[config.mk]
export PLATFORM = sky130hd
export DESIGN_NAME = instr_reg_ctrl
export DESIGN_NICKNAME = d
export VERILOG_FILES = /design/src/rtl/instr_reg_ctrl.sv
export SDC_FILE = /design/constraint.sdc
export NUM_CORES = 1
export LEC_CHECK = 0
export CORE_AREA = 2 2 90 92
export CTS_BUF_LIST = sky130_fd_sc_hd__clkbuf_16
export DETAILED_ROUTE_END_ITERATION = 8
export DIE_AREA = 0 0 92 94
export DONT_BUFFER_PORTS = 1
export GPL_ROUTABILITY_DRIVEN = 0
export PLACE_DENSITY = 0.47
export REMOVE_ABC_BUFFERS = 1
export SLEW_MARGIN = 40
export SYNTH_ARGS = -nofsm -noshare
export SYNTH_HDL_FRONTEND = slang
export SYNTH_SLANG_ARGS = --single-unit
[constraint.sdc]
create_clock -name clk -period 3 [get_ports clk]
set_clock_uncertainty 0.05 [all_clocks]
set_input_delay 0.3 -clock clk [delete_from_list [all_inputs] [get_ports clk]]
set_output_delay 0.3 -clock clk [all_outputs]
set_load 0.005 [all_outputs]
[src/rtl/instr_reg_ctrl.sv]
// Write-arbitration, pointer and occupancy controller that turns instr_register into a
// DEPTH-entry instruction queue shared by two requesters, with a zero-fill CLEAR sequence.
module instr_reg_ctrl #(
    parameter int unsigned DEPTH  = 32,
    parameter int unsigned AW     = 5,
    parameter int unsigned OPC_W  = 4,
    parameter int unsigned OPND_W = 32
) (
    input  logic              clk,
    input  logic              reset,
    // requester A
    input  logic              a_valid,
    output logic              a_ready,
    input  logic [OPC_W-1:0]  a_opcode,
    input  logic [OPND_W-1:0] a_operand_a,
    input  logic [OPND_W-1:0] a_operand_b,
    // requester B
    input  logic              b_valid,
    output logic              b_ready,
    input  logic [OPC_W-1:0]  b_opcode,
    input  logic [OPND_W-1:0] b_operand_a,
    input  logic [OPND_W-1:0] b_operand_b,
    // instr_register write/read port
    output logic              load_en,
    output logic [OPC_W-1:0]  opcode,
    output logic [OPND_W-1:0] operand_a,
    output logic [OPND_W-1:0] operand_b,
    output logic [AW-1:0]     write_pointer,
    output logic [AW-1:0]     read_pointer,
    // consumer
    output logic              rd_valid,
    input  logic              rd_ready,
    // clear sequence
    input  logic              clear_req,
    output logic              clear_busy,
    output logic              clear_done,
    // occupancy
    output logic [AW:0]       count,
    output logic              full,
    output logic              empty
);

    localparam logic [AW-1:0] LastIdx   = AW'(DEPTH - 1);
    localparam logic [AW:0]   FullCount = (AW + 1)'(DEPTH);

    typedef enum logic {
        StRun,
        StClear
    } state_e;

    state_e          state_q, state_d;
    logic [AW-1:0]   wr_ptr_q, wr_ptr_d;
    logic [AW-1:0]   rd_ptr_q, rd_ptr_d;
    logic [AW:0]     count_q, count_d;
    logic            last_grant_q, last_grant_d;  // 1: B was granted last
    logic            clear_done_q, clear_done_d;

    logic            grant_a;
    logic            grant_b;
    logic            rd_fire;

    assign full          = (count_q == FullCount);
    assign empty         = (count_q == '0);
    assign count         = count_q;
    assign write_pointer = wr_ptr_q;
    assign read_pointer  = rd_ptr_q;
    assign clear_busy    = (state_q == StClear);
    assign clear_done    = clear_done_q;
    assign rd_valid      = !empty && (state_q == StRun);
    assign rd_fire       = rd_valid && rd_ready;
    assign a_ready       = grant_a;
    assign b_ready       = grant_b;

    always_comb begin
        state_d      = state_q;
        wr_ptr_d     = wr_ptr_q;
        rd_ptr_d     = rd_ptr_q;
        count_d      = count_q;
        last_grant_d = last_grant_q;
        clear_done_d = 1'b0;
        grant_a      = 1'b0;
        grant_b      = 1'b0;
        load_en      = 1'b0;
        opcode       = '0;
        operand_a    = '0;
        operand_b    = '0;

        unique case (state_q)
            StRun: begin
                // Full blocks writes regardless of a same-cycle read: no bypass.
                if (!full && !clear_req) begin
                    if (a_valid && b_valid) begin
                        grant_a = last_grant_q;
                        grant_b = !last_grant_q;
                    end else begin
                        grant_a = a_valid;
                        grant_b = b_valid;
                    end
                end

                load_en = grant_a || grant_b;
                if (grant_a) begin
                    opcode    = a_opcode;
                    operand_a = a_operand_a;
                    operand_b = a_operand_b;
                end else if (grant_b) begin
                    opcode    = b_opcode;
                    operand_a = b_operand_a;
                    operand_b = b_operand_b;
                end

                if (load_en) begin
                    wr_ptr_d     = wr_ptr_q + 1'b1;
                    last_grant_d = grant_b;
                end
                if (rd_fire) begin
                    rd_ptr_d = rd_ptr_q + 1'b1;
                end

                case ({load_en, rd_fire})
                    2'b10:   count_d = count_q + 1'b1;
                    2'b01:   count_d = count_q - 1'b1;
                    default: count_d = count_q;
                endcase

                // The write pointer doubles as the clear index, so it restarts at 0.
                if (clear_req) begin
                    state_d  = StClear;
                    wr_ptr_d = '0;
                end
            end

            StClear: begin
                load_en  = 1'b1;
                wr_ptr_d = wr_ptr_q + 1'b1;
                if (wr_ptr_q == LastIdx) begin
                    state_d      = StRun;
                    wr_ptr_d     = '0;
                    rd_ptr_d     = '0;
                    count_d      = '0;
                    clear_done_d = 1'b1;
                end
            end

            default: begin
                state_d = StRun;
            end
        endcase
    end

    always_ff @(posedge clk or posedge reset) begin
        if (reset) begin
            state_q      <= StRun;
            wr_ptr_q     <= '0;
            rd_ptr_q     <= '0;
            count_q      <= '0;
            last_grant_q <= 1'b1;
            clear_done_q <= 1'b0;
        end else begin
            state_q      <= state_d;
            wr_ptr_q     <= wr_ptr_d;
            rd_ptr_q     <= rd_ptr_d;
            count_q      <= count_d;
            last_grant_q <= last_grant_d;
            clear_done_q <= clear_done_d;
        end
    end

endmodule
==> results_dict.tcl, run 1 <==
set metrics [dict create \
    critPathLaunchType "register" \
    remaining_drc_errors 0 \
    initial_core_util 0.241 \
    yosysTopAreaCell "a22o_1" \
    die-area_mm2 0.00865 \
    wire_per_inst_um 32.2 \
    fin_crit_ps 2780 \
    row_count 32 \
    worst_path_largest_cell_delay_ps 540 \
    final_nets 352 \
    power_mw 1.62 \
    synth_top_flop_cell "dfrtp_1" \
    hold_path.class "in2reg" \
    clk_pin_slew_ps 60 \
    crit_required_ps 3070 \
    setup_viol 0 \
    port_buffers 0 \
    grt-ovfl-total 0 \
    power.leakage_nw 0.890 \
    seq_area_um2 477 \
    relSlewSlack 0.514 \
    first_pass_iters 4 \
    cts.htree.levels 1 \
    ir_drop_mv 0.531 \
    nFillCells 807 \
    ys_ff_latch 19 \
    synth-edff-count 0 \
    synth_area_leaders "a22o_1, dfrtp_1, ha_1" \
    synth_top_area_frac 0.340 \
    syn_inst 205 \
    synth_most_common_cell "a22o_1" \
    die_w_um 92 \
    final_hold_viol_count 0 \
    root_buffer "clkbuf_16" \
    track_usage 0.202 \
    drt_iter0_drc 75 \
    yosys-top-cells-count "a22o_1, dfrtp_1, nand2_1" \
    antenna_found_initial 1 \
    synth_area_mm2 0.00183 \
    cts_tree "built" \
    rsz0062_at_grt "no" \
    synth_cell_types 41 \
    end_kind "register" \
    num_vias 1859 \
    slew_violations 0 \
    ios 234 \
    grt_pass1_wl_mm 12.0 \
    avgSynthCellArea_um2 8.93 \
    grt_pass1_vias 1624 \
    p_per_area_mw_per_mm2 777 \
    crit_arrival_ps 2850 \
    grt_max_degree 71 \
    ys_async_sr_fraction 1.00 \
    core-area_mm2 0.00761 \
    fin_setup_tns_ps 0 \
    insertion_delay_ps 250 \
    dp_hpwl_mm 8.33 \
    worstSetupPathType "reg2reg" \
    max_freq_mhz 360 \
    drive_gt1_frac 0.134 \
    multi_input_area_mm2 0.00128 \
    cts_buffers 3 \
    viasPerCell 6.12 \
    utilization 0.275 \
    tightest_slew_ps 724 \
    antenna_left 0 \
    slowest_stage "or4_4" \
    fp.dieH_um 94 \
    clk_path_buf_depth 2 \
    finalCritPeriodShare 0.925 \
    cts.sinks 19 \
    yosysSeqAreaShare 0.260 \
    yosysWarnings 0 \
    holdWs_ps 107 \
    routed_wirelength_mm 9.78 \
    syn_to_final_growth_pct 14.2 \
    critPathMaxFanout 5 \
    status "finished clean" \
    crit_chain "or4_4 -> o311a_4 -> o21ai_2 -> inv_2 -> ha_1 -> a211oi_1 -> o21ai_1 -> o21a_1 -> o221ai_1 -> o211ai_2" \
    r2r_slack_ps 220 \
    drv_cap 0 \
]
## where the power goes
group          internal (mW)  switching (mW)  total (mW)
clock network          0.180           0.102       0.282
registers              0.360           0.124       0.484
logic                  0.355           0.502       0.857
total                  0.895           0.729        1.62
## path summary, 6_finish.rpt
kind	from	cells past startpoint	end
min in group asynchronous	reset	2	write_pointer[3]$_DFFE_PP0P_
min reg2reg	write_pointer[0]$_DFFE_PP0P_	1	write_pointer[0]$_DFFE_PP0P_
min	clear_req	1	write_pointer[4]$_DFFE_PP0P_
max	count[2]$_DFFE_PP0P_	10	count[5]$_DFFE_PP0P_
max in group asynchronous	reset	2	last_grant_q$_DFFE_PP1P_
max reg2reg	count[2]$_DFFE_PP0P_	10	count[5]$_DFFE_PP0P_
## per-layer routing
metal  vias up  wire [um]  global-route usage
met3         2       2230               0.209
met1       902       3570               0.236
li1        800          -                   -
met4         0         11              0.0261
met2       155       3970               0.259
met5         -          0                   0
## layout by cell type, fill, tap and decap left out, drive strengths merged, types with 2 or more instances in the layout
cell    instances
nand2b          2
nor2           13
nand3           4
o22ai           2
inv             7
a21o            3
o21ai          12
ha              7
a22o           71
buf             8
a211oi          2
nand2          14
o211ai          2
xor2            4
clkbuf          3
dfrtp          18
nand4           2
a21oi           4
xnor2           4
## registers in the layout, summed over array words and instances, names as in the netlist
signal         flops
clear_busy         1
clear_done         1
count              6
last_grant_q       1
read_pointer       5
write_pointer      5
## stage by stage
step / setup slack [ps] / cells / instance area, um2
after detailed placement: 78.1 / 298 / 1990
after floorplan: -2700 / 188 / 1760
after CTS: 77.3 / 302 / 2070
after global placement: 161 / 298 / 1990
final: 225 / 304 / 2090
after global routing: 51.5 / 304 / 2090
## final cells by class
cell class                 instances  area share
clock buffer                       3      0.0359
antenna                            1     0.00120
clock inverter                     1     0.00359
sequential                        19       0.228
tap                              102      0.0610
timing repair buffer               9      0.0455
inverter                           8      0.0144
multi-input combinational        161       0.610
## cell families (layout without fill, tap and decap cells)
logic type / Yosys count / count (layout) / share of synthesized area
xor gates and xnor gates: 8 / 8 / 0.0485
adders and majority gates: 8 / 8 / 0.0588
other: 0 / 1 / 0
AOI/OAI and AO/OA: 103 / 103 / 0.467
muxes: 2 / 2 / 0.0116
buffers and inverters: 25 / 21 / 0.0554
and+or+nand+nor: 40 / 40 / 0.0984
DFF: 19 / 19 / 0.260
## critical path, delay by kind of cell, from the launching register on
kind	cells	cell delay, ps
adders and majority gates	1	300
DFF	1	440
AOI/OAI and AO/OA	7	1240
and+or+nand+nor	1	540
buffers and inverters	1	100
## timing repair
action / in CTS / in global routing
gates resized for setup: 0 / 3
endpoints found under the setup margin: 0 / 1
hold buffers: 0 / 1
hold endpoints to repair: 0 / 18
setup buffers: 0 / 0
Note: power is estimated with default switching activity, not from simulation.
==> run 2, diff against run 1 <==
--- a/config.mk
+++ b/config.mk
@@ -5,13 +5,14 @@
 export SDC_FILE = /design/constraint.sdc
 export NUM_CORES = 1
 export LEC_CHECK = 0
-export CORE_AREA = 2 2 90 92
+export ABC_CLOCK_PERIOD_IN_PS = 3000
+export CORE_MARGIN = 10
+export CORE_UTILIZATION = 29
 export CTS_BUF_LIST = sky130_fd_sc_hd__clkbuf_16
 export DETAILED_ROUTE_END_ITERATION = 8
-export DIE_AREA = 0 0 92 94
 export DONT_BUFFER_PORTS = 1
 export GPL_ROUTABILITY_DRIVEN = 0
-export PLACE_DENSITY = 0.47
+export PLACE_DENSITY = 0.53
 export REMOVE_ABC_BUFFERS = 1
 export SLEW_MARGIN = 40
 export SYNTH_ARGS = -nofsm -noshare
==> run 2 against run 1 <==
Net effect: sequential share of layout area fell by 0.11 points; via count fell by 2.0%; count of clock-buffer cells in the layout did not move; worst hold slack got worse by 2.7 ps; non-clock buffer count rose by 4; clock power barely moved.
==> results_dict.tcl, run 2 (synthesis results as in run 1) <==
set metrics [dict create \
    critPathMaxFanout 31 \
    insertion_delay_ps 250 \
    die-area_mm2 0.00989 \
    num_vias 1821 \
    max_freq_mhz 347 \
    crit_buf_inv 3 \
    routed_wirelength_mm 10.3 \
    final_nets 356 \
    die_w_um 99.5 \
    hold_path.class "in2reg" \
    worst_path_largest_cell_delay_ps 600 \
    post-cts-setup-buffer-count 0 \
    largest_reg_flops 6 \
    root_buffer "clkbuf_16" \
    r2r_slack_ps 210 \
    slowest_stage "or4_1" \
    finalCritPeriodShare 0.960 \
    end_kind "output pin" \
    syn_to_final_growth_pct 14.8 \
    cts_tree "built" \
    min_path_cells 1 \
    setup_viol 0 \
    grt_pass1_vias 1778 \
    crit_path_start "count[0]$_DFFE_PP0P_" \
    status "finished clean" \
    drive_gt1_frac 0.151 \
    r2r_start "count[0]$_DFFE_PP0P_" \
    antennaDiodeCount 0 \
    clk_path_buf_depth 2 \
    design_area_mm2 0.00210 \
    core-area_mm2 0.00603 \
    dp_hpwl_mm 9.02 \
    port_buffers 0 \
    grt_max_degree 53 \
    relSlewSlack 0.517 \
    critical_path.top_delay_family "simple AND/OR/NAND/NOR gates" \
    final_hold_viol_count 0 \
    grt_pass1_wl_mm 13.9 \
    power.leakage_nw 0.912 \
    row_count 28 \
    wire_per_inst_um 36.8 \
    dpl_cell_area_mm2 0.00199 \
    crit_top_cell "buf_4" \
    slew_violations 0 \
    track_usage 0.185 \
    antenna_found_initial 1 \
    first_pass_iters 4 \
    p_per_area_mw_per_mm2 780 \
    drt_iter0_drc 131 \
    remaining_drc_errors 0 \
    final_common_cell "a22o_1" \
    cts.sinks 19 \
    worstReg2RegEnd "count[5]$_DFFE_PP0P_" \
    crit_required_ps 2650 \
    ir_drop_mv 0.314 \
    drv_cap 0 \
    power_mw 1.64 \
    fin_crit_ps 2880 \
    fin_setup_tns_ps 0 \
    grt-ovfl-total 0 \
    cts_buffers 3 \
    ios 234 \
    antenna_left 0 \
    tightest_slew_ps 720 \
    cp.depth 7 \
    crit_arrival_ps 2530 \
    cts.htree.levels 1 \
    layout_common_cells "a22o_1, dfrtp_1, nand2_1, nor2_1, buf_4" \
    crit_path_end "operand_a[19]" \
    fp.dieH_um 99.5 \
    viasPerCell 6.50 \
    initial_core_util 0.304 \
    clk_pin_slew_ps 60 \
    crit_chain "or4_1 -> buf_4 -> o21ai_2 -> nor2_4 -> buf_16 -> buf_4 -> a22o_1" \
    worstSetupPathType "reg2out" \
    critPathLaunchType "register" \
    reg2reg_depth 10 \
    rsz0062_at_grt "no" \
]
[run 2: cell types whose count changed in the layout (fill, tap and decap cells not counted)]
cell | previous run | this run
buf_4 | 6 | 10
buf_12 | 2 | 1
buf_16 | 0 | 1
diode_2 | 1 | 0
ha_1 | 7 | 6
ha_4 | 0 | 1
or4_1 | 0 | 1
or4_4 | 1 | 0
[run 2: through the flow]
step                      instances  hold slack, ps   util  setup WS [ps]
after floorplan                 188             200      -          -2700
after global placement          273             308  0.325            206
after CTS                       278            44.4  0.344           67.6
after detailed placement        274             316  0.330            100
after global routing            280             115  0.349           5.05
final                           280             105  0.349            120
[run 2: where the power goes]
group | total (mW) | switching, mW | internal (mW)
sequential | 0.472 | 0.112 | 0.360
clock | 0.283 | 0.102 | 0.180
combinational | 0.883 | 0.515 | 0.369
total | 1.64 | 0.729 | 0.909
[run 2: worst min-delay path by stage]
stage	start	to	slack, ps
4_1_cts	reset	write_pointer[2]$_DFFE_PP0P_	40
3_3_place_gp	reset	write_pointer[2]$_DFFE_PP0P_	310
5_1_grt	clear_req	write_pointer[4]$_DFFE_PP0P_	110
6_report	clear_req	write_pointer[4]$_DFFE_PP0P_	100
3_5_place_dp	reset	write_pointer[2]$_DFFE_PP0P_	320
2_1_floorplan	reset	clear_busy$_DFF_PP0_	200
[run 2: routing by layer]
metal	up-vias	wire, um	GRT usage
met4	2	0	0.0132
met5	-	13	0
met2	118	5040	0.296
li1	805	-	-
met1	894	3190	0.185
met3	2	2050	0.165
[run 2: what timing repair did]
item,in CTS,in global routing
setup endpoints to repair,0,1
hold endpoints to repair,0,18
gates resized for setup,0,3
hold buffers,0,1
[run 2: area by class of cell]
type,instances,area [um2]
flip-flops and latches,19,477
clock buffers,3,75.1
inverters,8,30.0
repair buffers,13,133
well taps,75,93.8
fillers,625,3930
multi-input cells,161,1280
clock inverters,1,7.51
==> run 3, diff against run 2 <==
--- a/config.mk
+++ b/config.mk
@@ -5,6 +5,7 @@
 export SDC_FILE = /design/constraint.sdc
 export NUM_CORES = 1
 export LEC_CHECK = 0
+export ABC_AREA = 0
 export ABC_CLOCK_PERIOD_IN_PS = 3000
 export CORE_MARGIN = 10
 export CORE_UTILIZATION = 29
==> results of run 3 <==
No change in the layout: final DEF, timing and power equal those of run 2.
